<file path="src/rtl/muldiv_pkg.sv">
// Shared op codes, FSM state encoding and default datapath width for the mul/div unit.
package muldiv_pkg;

    localparam int DEFAULT_WIDTH = 32;

    localparam logic [2:0] OP_MULT  = 3'b000;
    localparam logic [2:0] OP_MULTU = 3'b001;
    localparam logic [2:0] OP_DIV   = 3'b010;
    localparam logic [2:0] OP_DIVU  = 3'b011;
    localparam logic [2:0] OP_MTHI  = 3'b100;
    localparam logic [2:0] OP_MTLO  = 3'b101;

    typedef enum logic [1:0] {
        S_IDLE = 2'd0,
        S_MUL  = 2'd1,
        S_DIV  = 2'd2,
        S_FIX  = 2'd3
    } state_t;

endpackage

</file>
<file path="src/rtl/muldiv_unit_div_step.sv">
// One restoring-division iteration: shift in a dividend bit, subtract divisor if it fits.
// Purely combinational; no latency and no flow control.
module div_step #(
    parameter int WIDTH = 32
) (
    input  logic [WIDTH-1:0] rem,
    input  logic             dvd_bit,
    input  logic [WIDTH-1:0] divisor,
    output logic [WIDTH-1:0] rem_next,
    output logic             q_bit
);

    logic [WIDTH:0] sh;

    // Remainder stays below divisor, so the shifted value needs only one extra bit.
    assign sh       = {rem, dvd_bit};
    assign q_bit    = (sh >= {1'b0, divisor});
    assign rem_next = q_bit ? WIDTH'(sh - {1'b0, divisor}) : sh[WIDTH-1:0];

endmodule

</file>
<file path="src/rtl/muldiv_unit.sv">
// Iterative MULT/MULTU/DIV/DIVU with HI/LO registers; MTHI/MTLO write in one edge.
// Latency WIDTH+1 busy cycles (mult: 1 cycle when MULDIV_FAST_MUL_EN is defined).
// No backpressure: start is ignored while busy, core stalls on busy.
module muldiv_unit
    import muldiv_pkg::*;
#(
    parameter int WIDTH = DEFAULT_WIDTH,
    parameter int CNT_W = 6
) (
    input  logic             clk,
    input  logic             reset,
    input  logic             start,
    input  logic [2:0]       op,
    input  logic [WIDTH-1:0] rs_val,
    input  logic [WIDTH-1:0] rt_val,
    output logic             busy,
    output logic             done,
    output logic [WIDTH-1:0] hi,
    output logic [WIDTH-1:0] lo
);

    state_t               state_q, state_d;
    logic [CNT_W-1:0]     cnt;
    logic [2*WIDTH-1:0]   prod;
    logic [WIDTH-1:0]     mcand;
    logic [WIDTH-1:0]     raw_a;
    logic                 neg_q, neg_r, is_div;

    logic                 a_neg, b_neg, last;
    logic [WIDTH-1:0]     a_mag, b_mag;
    logic [WIDTH:0]       mul_sum;
    logic [WIDTH-1:0]     rem_next;
    logic                 q_bit;
    logic [WIDTH-1:0]     fix_hi, fix_lo;

    // op[0] clear selects the signed variants of both MULT and DIV.
    assign a_neg = ~op[0] & rs_val[WIDTH-1];
    assign b_neg = ~op[0] & rt_val[WIDTH-1];
    assign a_mag = a_neg ? -rs_val : rs_val;
    assign b_mag = b_neg ? -rt_val : rt_val;
    assign last  = (cnt == CNT_W'(WIDTH - 1));
    assign busy  = (state_q != S_IDLE);

    assign mul_sum = {1'b0, prod[2*WIDTH-1:WIDTH]} + {1'b0, (prod[0] ? mcand : {WIDTH{1'b0}})};

    div_step #(.WIDTH(WIDTH)) u_div_step (
        .rem      (prod[2*WIDTH-1:WIDTH]),
        .dvd_bit  (prod[WIDTH-1]),
        .divisor  (mcand),
        .rem_next (rem_next),
        .q_bit    (q_bit)
    );

    always_comb begin
        fix_hi = prod[2*WIDTH-1:WIDTH];
        fix_lo = prod[WIDTH-1:0];
        if (is_div) begin
            if (mcand == '0) begin
                fix_hi = raw_a;
                fix_lo = '1;
            end else begin
                if (neg_q) fix_lo = -prod[WIDTH-1:0];
                if (neg_r) fix_hi = -prod[2*WIDTH-1:WIDTH];
            end
        end else if (neg_q) begin
            {fix_hi, fix_lo} = -prod;
        end
    end

    always_ff @(posedge clk) begin
        if (!reset) state_q <= S_IDLE;
        else        state_q <= state_d;
    end

    always_comb begin
        state_d = state_q;
        case (state_q)
            S_IDLE: begin
                if (start) begin
                    case (op)
`ifdef MULDIV_FAST_MUL_EN
                        OP_MULT, OP_MULTU: state_d = S_FIX;
`else
                        OP_MULT, OP_MULTU: state_d = S_MUL;
`endif
                        OP_DIV, OP_DIVU:   state_d = S_DIV;
                        default:           state_d = S_IDLE;
                    endcase
                end
            end
            S_MUL:   if (last) state_d = S_FIX;
            S_DIV:   if (last) state_d = S_FIX;
            S_FIX:   state_d = S_IDLE;
            default: state_d = S_IDLE;
        endcase
    end

    always_ff @(posedge clk) begin
        if (!reset) begin
            cnt    <= '0;
            prod   <= '0;
            mcand  <= '0;
            raw_a  <= '0;
            neg_q  <= 1'b0;
            neg_r  <= 1'b0;
            is_div <= 1'b0;
            hi     <= '0;
            lo     <= '0;
            done   <= 1'b0;
        end else begin
            done <= 1'b0;
            case (state_q)
                S_IDLE: begin
                    if (start) begin
                        case (op)
                            OP_MULT, OP_MULTU, OP_DIV, OP_DIVU: begin
                                cnt    <= '0;
                                mcand  <= b_mag;
                                raw_a  <= rs_val;
                                neg_q  <= a_neg ^ b_neg;
                                neg_r  <= a_neg;
                                is_div <= op[1];
`ifdef MULDIV_FAST_MUL_EN
                                if (!op[1]) prod <= {{WIDTH{1'b0}}, a_mag} * {{WIDTH{1'b0}}, b_mag};
                                else        prod <= {{WIDTH{1'b0}}, a_mag};
`else
                                prod   <= {{WIDTH{1'b0}}, a_mag};
`endif
                            end
                            OP_MTHI: hi <= rs_val;
                            OP_MTLO: lo <= rs_val;
                            default: ;
                        endcase
                    end
                end
                S_MUL: begin
                    prod <= {mul_sum, prod[WIDTH-1:1]};
                    cnt  <= cnt + CNT_W'(1);
                end
                S_DIV: begin
                    prod <= {rem_next, prod[WIDTH-2:0], q_bit};
                    cnt  <= cnt + CNT_W'(1);
                end
                S_FIX: begin
                    hi   <= fix_hi;
                    lo   <= fix_lo;
                    done <= 1'b1;
                end
                default: ;
            endcase
        end
    end

endmodule

</file>
<file path="config.mk">
export PLATFORM = sky130hd
export DESIGN_NAME = muldiv_unit
export DESIGN_NICKNAME = d
export VERILOG_FILES = /design/src/rtl/muldiv_pkg.sv /design/src/rtl/muldiv_unit_div_step.sv /design/src/rtl/muldiv_unit.sv
export SDC_FILE = /design/constraint.sdc
export NUM_CORES = 1
export LEC_CHECK = 0
export ABC_CLOCK_PERIOD_IN_PS = 4900
export BUFFER_PORTS_ARGS = -buffer_cell sky130_fd_sc_hd__clkbuf_2
export CAP_MARGIN = 20
export CORE_ASPECT_RATIO = 1.4
export CORE_UTILIZATION = 40
export DETAILED_ROUTE_END_ITERATION = 16
export SETUP_SLACK_MARGIN = 0.15
export SLEW_MARGIN = 10
export SYNTH_ARGS = -nofsm -noshare
export SYNTH_HDL_FRONTEND = slang
export SYNTH_SLANG_ARGS = --single-unit
</file>
<file path="constraint.sdc">
create_clock -name clk -period 4.9 [get_ports clk]
set_input_delay 0.49 -clock clk [delete_from_list [all_inputs] [get_ports clk]]
set_output_delay 0.49 -clock clk [all_outputs]
set_load 0.01 [all_outputs]
</file>
==> flow_metrics.py, run 1 <==
metrics = {
    "clock_tree": {
        "clock_sinks": 204,
        "ctsLongestPathBuffers": 3,
        "clkSlewWorstSetupHoldPaths_ns": 0.07,
        "cts_tree": "yes",
        "root_buffer": "clkbuf_16",
        "cts_resized": 0,
        "cts_made_buffers": 23,
        "clk_latency_ns": 0.54,
        "postCtsHoldBufs": 0,
        "cts_setup_buffers": 0,
        "htree_levels": 1,
    },
    "floorplan": {
        "coreArea_um2": 39600,
        "start_util": 0.408,
        "num_rows": 86,
        "design.die.area_um2": 41300,
        "dieHeight_um": 240,
        "die_w_um": 172,
        "ios": 136,
    },
    "detailed_routing": {
        "route.detailed.drc": 0,
        "wl_per_cell_um": 21.0,
        "drt-initial-drc-count": 1270,
        "routed_wl_mm": 58.4,
        "vias_per_cell": 6.02,
        "top_layer_used": "met4",
        "wirelength_met1_mm": 23.1,
        "dr_wl_met2_mm": 28.5,
        "postRouteAntennaNets": 0,
        "first_pass_iters": 7,
        "met3_length_mm": 2.79,
        "vias": 16800,
    },
    "synth": {
        "synthesis.area_um2": 16200,
        "ys_types": 78,
        "synth_flop_cell": "dfxtp_1",
        "synth_top_area_cell": "dfxtp_1",
        "synth_top_area_frac": 0.253,
        "ys_ff_latch": 204,
        "synth.area.top_cells": "dfxtp_1 (25%), nand2_1 (7.8%), a21oi_1 (7.1%)",
        "synth_warnings": 0,
        "synthArstFlopShare": 0,
        "seq_area_frac_synth": 0.253,
        "ys_top_cells_by_count": "nand2_1 (336), a21oi_1 (229), dfxtp_1 (204)",
        "syn-instance-count": 2223,
        "avgSynthCellArea_um2": 7.28,
        "synth_most_common_cell": "nand2_1",
        "synth_edf_count": 0,
        "syn_nets": 2369,
    },
    "sta": {
        "max_slew_margin": 0.313,
        "period_needed_ns": 3.91,
        "finalHoldViolations": 0,
        "slew_violations": 0,
        "worstMarginPinSlew_ns": 1.03,
        "setup_violations": 0,
        "max_freq_ghz": 0.256,
        "setup_tns_ns": 0,
        "fin_ws_ns": 0.994,
        "finClkSkew_ns": 0.0174,
        "rsz0062_at_grt": "no",
        "fin_crit_sh": 0.797,
    },
    "run_status": {
        "status": "complete, no violations",
    },
    "critical_path": {
        "crit_path_end_kind": "register",
        "cp_slowest_stage_delay_ns": 0.66,
        "path_buf_inv": 1,
        "cp_slowest_cell": "or4_4",
        "critPathMaxFanout": 19,
        "path_cells": "inv_1 -> ha_1 -> nand4b_1 -> or4_4 -> or2_1 -> o31ai_1 -> xor2_1 -> o221ai_1 -> a32o_1",
        "cp_data_arrival_time_ns": 4.34,
        "path_delay_family": "simple AND/OR/NAND/NOR gates",
        "start_kind": "register",
        "crit_required_ns": 5.33,
        "crit_type": "reg2reg",
    },
    "global_routing": {
        "grt_max_degree": 76,
        "gr-usage-all-layers": 0.281,
        "grt_pass1_wl_mm": 90.3,
        "antenna_found_initial": 0,
        "overflow": 0,
        "first_global_vias": 16100,
    },
    "final_layout": {
        "layout.nets": 2388,
        "drive_gt1_frac": 0.111,
        "diodes": 0,
        "area_delta_synth_final_pct": 10.6,
    },
    "power_and_ir_drop": {
        "ir_drop_uv": 364,
        "powerDensity_nw_per_um2": 398,
        "p_leak_uw": 0.00706,
    },
    "placed_design": {
        "dp_hpwl_mm": 43.4,
        "post-place-ws_ns": 1.04,
        "port_buffers": 135,
        "gp_congestion": 0.958,
    },
    "min_path": {
        "hold_path.class": "in2reg",
    },
    "run": {
        "maxCapViolations": 0,
    },
}
## path summary, 6_finish.rpt
| path | slack, ns | cells after the start | from | endpoint |
|---|---|---|---|---|
| max reg2reg | 0.99 | 9 | prod[0] | hi[24] |
| min reg2reg | 0.45 | 2 | lo[17] | lo[17] |
| min | 0.22 | 3 | rt_val[0] | mcand[0] |
| max | 0.99 | 9 | prod[0] | hi[24] |
## metrics by stage
stage | instances | util | instance area, µm² | hold slack [ns] | total power, µW
3_3_place_gp | 2744 | 0.433 | 17100 | 0.439 | 5290
6_report | 2786 | 0.452 | 17900 | 0.218 | 7120
3_5_place_dp | 2744 | 0.433 | 17100 | 0.444 | 5330
2_1_floorplan | 2223 | - | 16200 | 0.433 | 4370
5_1_grt | 2786 | 0.452 | 17900 | 0.209 | 7540
4_1_cts | 2785 | 0.451 | 17900 | 0.201 | 7100
## cell type report
| type | count | area [µm²] |
|---|---|---|
| repair buffers | 171 | 966 |
| well taps | 528 | 661 |
| fillers | 4144 | 21700 |
| clock inverters | 10 | 114 |
| multi-input cells | 1774 | 11200 |
| inverters | 68 | 258 |
| clock buffers | 31 | 626 |
| flip-flops and latches | 204 | 4090 |
## where the power goes
part / internal [µW] / total [µW] / switching [µW] / leakage [µW]
sequential: 1890 / 2210 / 318 / 0.00166
combinational: 1100 / 3130 / 2040 / 0.00504
clock: 1010 / 1780 / 770 / 0.000362
## layout by cell type, fill, tap and decap left out, drive strengths merged, types with 38 or more instances in the layout
cell type / count
a21oi: 229
dfxtp: 204
inv: 69
a22oi: 52
o221ai: 44
xnor2: 117
mux2i: 38
ha: 74
nand2: 336
clkbuf: 166
a211oi: 38
o21ai: 132
o211ai: 55
nor2: 171
xor2: 63
## cells by family (layout without fill, tap and decap cells)
group,count (synthesis),count (layout),synth area share
AND/OR/NAND/NOR,752,752,0.215
multiplexers,38,38,0.0235
flip-flops,204,204,0.253
adder cells (fa/ha/maj),76,76,0.0597
buffers and inverters,245,280,0.0585
AO/OA/AOI/OAI,728,728,0.293
XOR/XNOR,180,180,0.0975
## worst reg2reg max path, stage by stage, from the launching register on
cell	delay, ns
dfxtp_1	0.38
inv_1	0.55
ha_1	0.37
nand4b_1	0.33
or4_4	0.66
or2_1	0.52
o31ai_1	0.38
xor2_1	0.18
o221ai_1	0.13
a32o_1	0.30
## registers in the layout (all words and copies together) (netlist names)
register	flops
cnt	6
neg_q	1
prod	64
raw_a	32
lo	32
state_q	2
done	1
neg_r	1
mcand	32
is_div	1
hi	32
## routing by layer
metal	track usage	vias up
met4	0.190	0
met1	0.320	7910
met3	0.0272	174
met5	0	-
met2	0.490	586
li1	-	8092
Note: power is estimated with default switching activity, not from simulation.
==> run 2, diff against run 1 <==
--- a/config.mk
+++ b/config.mk
@@ -5,7 +5,7 @@
 export SDC_FILE = /design/constraint.sdc
 export NUM_CORES = 1
 export LEC_CHECK = 0
-export ABC_CLOCK_PERIOD_IN_PS = 4900
+export ABC_CLOCK_PERIOD_IN_PS = 3600
 export BUFFER_PORTS_ARGS = -buffer_cell sky130_fd_sc_hd__clkbuf_2
 export CAP_MARGIN = 20
 export CORE_ASPECT_RATIO = 1.4
==> constraint.sdc (replaced) <==
create_clock -name clk -period 3.6 [get_ports clk]
set_input_delay 0.36 -clock clk [delete_from_list [all_inputs] [get_ports clk]]
set_output_delay 0.36 -clock clk [all_outputs]
set_load 0.01 [all_outputs]
==> run 2 against run 1 <==
Via count increased by 1.5%. Critical path depth grew 1. Total power rose by 40%. Worst hold slack worse by 0.12 ns. Combinational power rose by 45%. Global-route usage about the same. First-iteration DRC count increased by 5.8%. Utilization grew 1.7 points. Sequential power grew 34%. Fmax up 16%. Largest power group unchanged.
==> flow_metrics.py, run 2 (same netlist as run 1, synthesis figures left out) <==
metrics = {
    "critical_path": {
        "crit_type": "reg2reg",
        "cp_data_arrival_time_ns": 3.82,
        "start_kind": "register",
        "path_cells": "ha_1 -> nand2_1 -> o21ai_0 -> o2bb2ai_1 -> a211oi_1 -> a211o_1 -> a21o_1 -> a21oi_1 -> o2111ai_1 -> a31oi_1",
        "path_delay_family": "compound AO/OA/AOI/OAI gates",
        "cp_slowest_cell": "dfxtp_1",
        "startpoint": "prod[38]",
        "crit_path_end_kind": "register",
        "critPathMaxFanout": 9,
        "rr_startpoint": "prod[38]",
        "path_buf_inv": 0,
        "crit_required_ns": 4.06,
        "cp_slowest_stage_delay_ns": 0.62,
    },
    "detailed_routing": {
        "drt-initial-drc-count": 1344,
        "vias": 17000,
        "vias_per_cell": 5.96,
        "route.detailed.drc": 0,
        "routed_wl_mm": 59.3,
        "postRouteAntennaNets": 0,
        "first_pass_iters": 5,
        "wl_per_cell_um": 20.8,
    },
    "sta": {
        "finClkSkew_ns": 0.0106,
        "worstMarginPinSlew_ns": 1.00,
        "finalHoldViolations": 0,
        "fin_crit_sh": 0.934,
        "setup_violations": 0,
        "rsz0062_at_grt": "yes",
        "fin_ws_ns": 0.237,
        "setup_tns_ns": 0,
        "slew_violations": 0,
        "max_slew_margin": 0.330,
        "max_freq_ghz": 0.297,
        "period_needed_ns": 3.36,
    },
    "floorplan": {
        "start_util": 0.408,
        "design.die.area_um2": 41300,
        "num_rows": 86,
        "dieHeight_um": 240,
        "coreArea_um2": 39600,
        "ios": 136,
        "die_w_um": 172,
    },
    "run_status": {
        "status": "complete, no violations",
    },
    "placed_design": {
        "dp_hpwl_mm": 44.6,
        "gp_congestion": 0.976,
        "port_buffers": 135,
        "post-place-ws_ns": 0.200,
    },
    "clock_tree": {
        "clock_sinks": 204,
        "clkSlewWorstSetupHoldPaths_ns": 0.07,
        "cts_made_buffers": 22,
        "root_buffer": "clkbuf_16",
        "htree_levels": 1,
        "ctsLongestPathBuffers": 3,
        "postCtsHoldBufs": 0,
        "cts_tree": "yes",
        "clk_latency_ns": 0.53,
    },
    "global_routing": {
        "overflow": 0,
        "globalRouteMet3Util": 0.0240,
        "grt_max_degree": 121,
        "top_usage_layer": "met2",
        "grtUsageMet2": 0.495,
        "gr-usage-all-layers": 0.280,
        "grt_util_met1": 0.317,
        "grt_pass1_wl_mm": 90.3,
        "first_global_vias": 16200,
        "antenna_found_initial": 0,
    },
    "final_layout": {
        "final_common_cell": "nand2_1",
        "area_delta_synth_final_pct": 14.8,
        "fin_util": 0.469,
        "largest_register_ffs": 64,
        "drive_gt1_frac": 0.142,
        "largest_register": "prod",
        "layout.nets": 2456,
        "diodes": 0,
        "final_cell_mix": "nand2_1 (336), a21oi_1 (227), dfxtp_1 (203)",
    },
    "power_and_ir_drop": {
        "p_leak_uw": 0.00745,
        "ir_drop_uv": 309,
        "powerDensity_nw_per_um2": 538,
        "total_power_uw": 9990,
    },
    "run": {
        "maxCapViolations": 0,
    },
    "min_path": {
        "hold_path.class": "in2reg",
        "worstHoldStart": "rs_val[14]",
    },
}
[run 2: power breakdown]
group	internal [µW]	leakage [µW]	switching (µW)
registers	2570	0.00166	385
clock network	1500	0.000369	1010
logic	1650	0.00543	2870
total	5720	0.00745	4270
[run 2: tightest hold or removal path: stages]
cell      delay [ns]
clkbuf_2        0.11
nand2_1         0.06
a21oi_1         0.05
[run 2: timing repair]
action | 4_1_cts | 5_1_grt
setup endpoints to repair | 0 | 17
resized for setup | 0 | 16
setup buffers | 0 | 3
[run 2: through the flow]
step           instances  hold slack, ns  instance area [µm²]
6_report            2852           0.102                18600
5_1_grt             2852           0.114                18600
4_1_cts             2848          0.0839                18400
3_5_place_dp        2810           0.445                17700
3_3_place_gp        2810           0.438                17700
2_1_floorplan       2223           0.433                16200
[run 2: final cells by class]
type / instances / area (µm²)
clock buffers: 30 / 622
repair buffers: 240 / 1540
flip-flops and latches: 204 / 4090
well taps: 528 / 661
fillers: 4093 / 21000
multi-input cells: 1774 / 11200
clock inverters: 8 / 149
inverters: 68 / 262
[run 2: worst paths after layout]
| path | endpoint | slack, ns | cells past startpoint |
|---|---|---|---|
| setup / recovery | prod[62] | 0.24 | 10 |
| hold / removal | raw_a[14] | 0.10 | 3 |
| setup reg to reg | prod[62] | 0.24 | 10 |
| hold reg to reg | lo[4] | 0.45 | 2 |
[run 2: metal layers]
layer,wire length (µm),part of all wire,up-vias
met2,29200,0.49,538
met5,0,0,-
met4,4290,0.072,0
met1,23200,0.39,8077
met3,2560,0.043,175
li1,-,-,8218
==> run 3, diff against run 2 <==
--- a/config.mk
+++ b/config.mk
@@ -11,7 +11,6 @@
 export CORE_ASPECT_RATIO = 1.4
 export CORE_UTILIZATION = 40
 export DETAILED_ROUTE_END_ITERATION = 16
-export SETUP_SLACK_MARGIN = 0.15
 export SLEW_MARGIN = 10
 export SYNTH_ARGS = -nofsm -noshare
 export SYNTH_HDL_FRONTEND = slang
==> constraint.sdc (replaced) <==
create_clock -name clk -period 3.6 [get_ports clk]
set_input_delay 0.18 -clock clk [delete_from_list [all_inputs] [get_ports clk]]
set_output_delay 0.18 -clock clk [all_outputs]
set_load 0.01 [all_outputs]
==> run 3 against run 2 <==
Flip-flop and latch count stayed put. Utilization up 1.3 points. Clock power grew 5%. Combinational power about the same. Non-clock buffer count grew 55. Clock skew up 0.010 ns. Die area stayed put. First-iteration DRC count fell by 9.2%. Total power rose by 1.3%. Worst setup slack worse by 0.096 ns. Critical endpoint is now hi[2]. Largest power group unchanged.
==> flow_metrics.py, run 3 (same netlist as run 1, synthesis figures left out) <==
metrics = {
    "run_status": {
        "status": "complete, no violations",
    },
    "final_layout": {
        "area_delta_synth_final_pct": 17.9,
        "final_cell_mix": "nand2_1 (336), a21oi_1 (228), dfxtp_1 (203)",
        "largest_register": "prod",
        "largest_register_ffs": 64,
        "final_common_cell": "nand2_1",
        "layout.nets": 2512,
        "drive_gt1_frac": 0.140,
        "fillCellCount": 4046,
        "diodes": 0,
        "final_area_um2": 19100,
    },
    "global_routing": {
        "grt_pass1_wl_mm": 91.4,
        "antenna_found_initial": 0,
        "first_global_vias": 16600,
        "overflow": 0,
        "gr-usage-all-layers": 0.284,
        "grt_max_degree": 117,
    },
    "clock_tree": {
        "ctsLongestPathBuffers": 3,
        "cts_made_buffers": 23,
        "clk_latency_ns": 0.54,
        "root_buffer": "clkbuf_16",
        "clock_sinks": 204,
        "cts_tree": "yes",
        "cts_setup_buffers": 0,
        "htree_levels": 1,
        "clkSlewWorstSetupHoldPaths_ns": 0.07,
    },
    "floorplan": {
        "dieHeight_um": 240,
        "die_w_um": 172,
        "coreArea_um2": 39600,
        "num_rows": 86,
        "design.die.area_um2": 41300,
        "ios": 136,
        "start_util": 0.408,
    },
    "critical_path": {
        "crit_path_end_kind": "register",
        "start_kind": "register",
        "cp_slowest_stage_delay_ns": 0.53,
        "cp_slowest_cell": "or4_4",
        "path_cells": "or4_4 -> or4_4 -> or4_4 -> or2_1 -> o21ai_0 -> xor2_1 -> o21ai_0 -> mux2i_1 -> a211oi_1",
        "critPathMaxFanout": 17,
        "crit_type": "reg2reg",
        "cp_common_cell": "or4_4",
        "crit_required_ns": 4.04,
        "cp_data_arrival_time_ns": 3.90,
    },
    "power_and_ir_drop": {
        "powerDensity_nw_per_um2": 531,
        "intPower_uw": 5790,
        "p_sw_frac": 0.428,
        "p_leak_uw": 0.00771,
        "p_seq_frac": 0.292,
        "ir_drop_uv": 346,
        "pwr-share-clk": 0.259,
        "comb_power_share": 0.449,
        "switching_power_uw": 4330,
    },
    "placed_design": {
        "post-place-ws_ns": 0.112,
        "port_buffers": 135,
        "placed_area_um2": 17800,
        "dp_hpwl_mm": 44.9,
        "gp_congestion": 0.980,
    },
    "sta": {
        "worstMarginPinSlew_ns": 0.953,
        "max_slew_margin": 0.364,
        "setup_violations": 0,
        "fin_crit_sh": 0.961,
        "period_needed_ns": 3.46,
        "max_freq_ghz": 0.289,
        "finClkSkew_ns": 0.0207,
        "finalHoldViolations": 0,
        "rsz0062_at_grt": "no",
        "slew_violations": 0,
        "fin_ws_ns": 0.141,
        "setup_tns_ns": 0,
    },
    "detailed_routing": {
        "route.detailed.drc": 0,
        "vias_per_cell": 5.90,
        "wl_per_cell_um": 20.3,
        "vias": 17200,
        "first_pass_iters": 6,
        "drt-initial-drc-count": 1221,
        "routed_wl_mm": 59.1,
        "postRouteAntennaNets": 0,
    },
    "run": {
        "maxCapViolations": 0,
    },
    "min_path": {
        "hold_path.class": "in2reg",
    },
}
-- run 3: cell types whose count changed in the layout (fill, tap and decap cells not counted), moves of 2 or more --
cell and change:
clkbuf_1 -5, or2_1 +2, inv_6 +3, buf_4 +8
or2_4 -2, a221oi_1 +2, clkinv_2 +4, dlygate4sd3_1 +48
-- run 3: worst paths after layout --
| check | from | end | slack, ns | cells past startpoint |
|---|---|---|---|---|
| min reg2reg | lo[11] | lo[11] | 0.45 | 2 |
| max reg2reg | prod[13] | hi[2] | 0.14 | 9 |
| max | prod[13] | hi[2] | 0.14 | 9 |
| min | rt_val[21] | mcand[21] | 0.007 | 4 |
-- run 3: layer usage --
| layer | track usage | up-vias | wire (µm) |
|---|---|---|---|
| met4 | 0.185 | 0 | 3950 |
| met1 | 0.323 | 8090 | 23300 |
| met5 | 0 | - | 0 |
| met2 | 0.502 | 571 | 29100 |
| met3 | 0.0252 | 176 | 2740 |
| li1 | - | 8324 | - |
-- run 3: layout make-up --
cell class	instances	area (µm²)	share of cell area
flip-flops and latches	204	4090	0.214
well taps	528	661	0.0347
multi-input cells	1774	11200	0.587
clock inverters	16	225	0.0118
clock buffers	24	589	0.0309
inverters	68	258	0.0135
repair buffers	295	2060	0.108
-- run 3: worst max-delay path: cells and delay by family, from the launching register on --
family           cells  cell delay (ns)
AO/OA/AOI/OAI        3             0.80
AND/OR/NAND/NOR      4             1.97
XOR/XNOR             1             0.11
flip-flops           1             0.37
multiplexers         1             0.11
-- run 3: timing repair --
item | CTS | global route
endpoints found under the setup margin | 0 | 2
hold endpoints to repair | 51 | 0
hold buffers | 48 | 0
gates resized for setup | 0 | 2
-- run 3: stage by stage --
stage | utilization | hold WS [ns] | total power [µW] | std cells
floorplan | - | 0.316 | 5940 | 2223
global placement | 0.449 | 0.439 | 7380 | 2821
detailed placement | 0.449 | 0.444 | 7420 | 2821
CTS | 0.481 | 0.00167 | 10100 | 2909
global route | 0.481 | 0.0184 | 10700 | 2909
finish | 0.481 | 0.00659 | 10100 | 2909
-- run 3: power by group through the flow --
| stage | Combinational, µW | Clock, µW | Sequential, µW |
|---|---|---|---|
| after CTS | 4500 | 2660 | 2940 |
| after global routing | 4960 | 2770 | 2990 |
| final | 4540 | 2620 | 2950 |
| after detailed placement | 4440 | 0 | 2990 |
| after global placement | 4400 | 0 | 2980 |
| after floorplan | 3090 | 0 | 2850 |
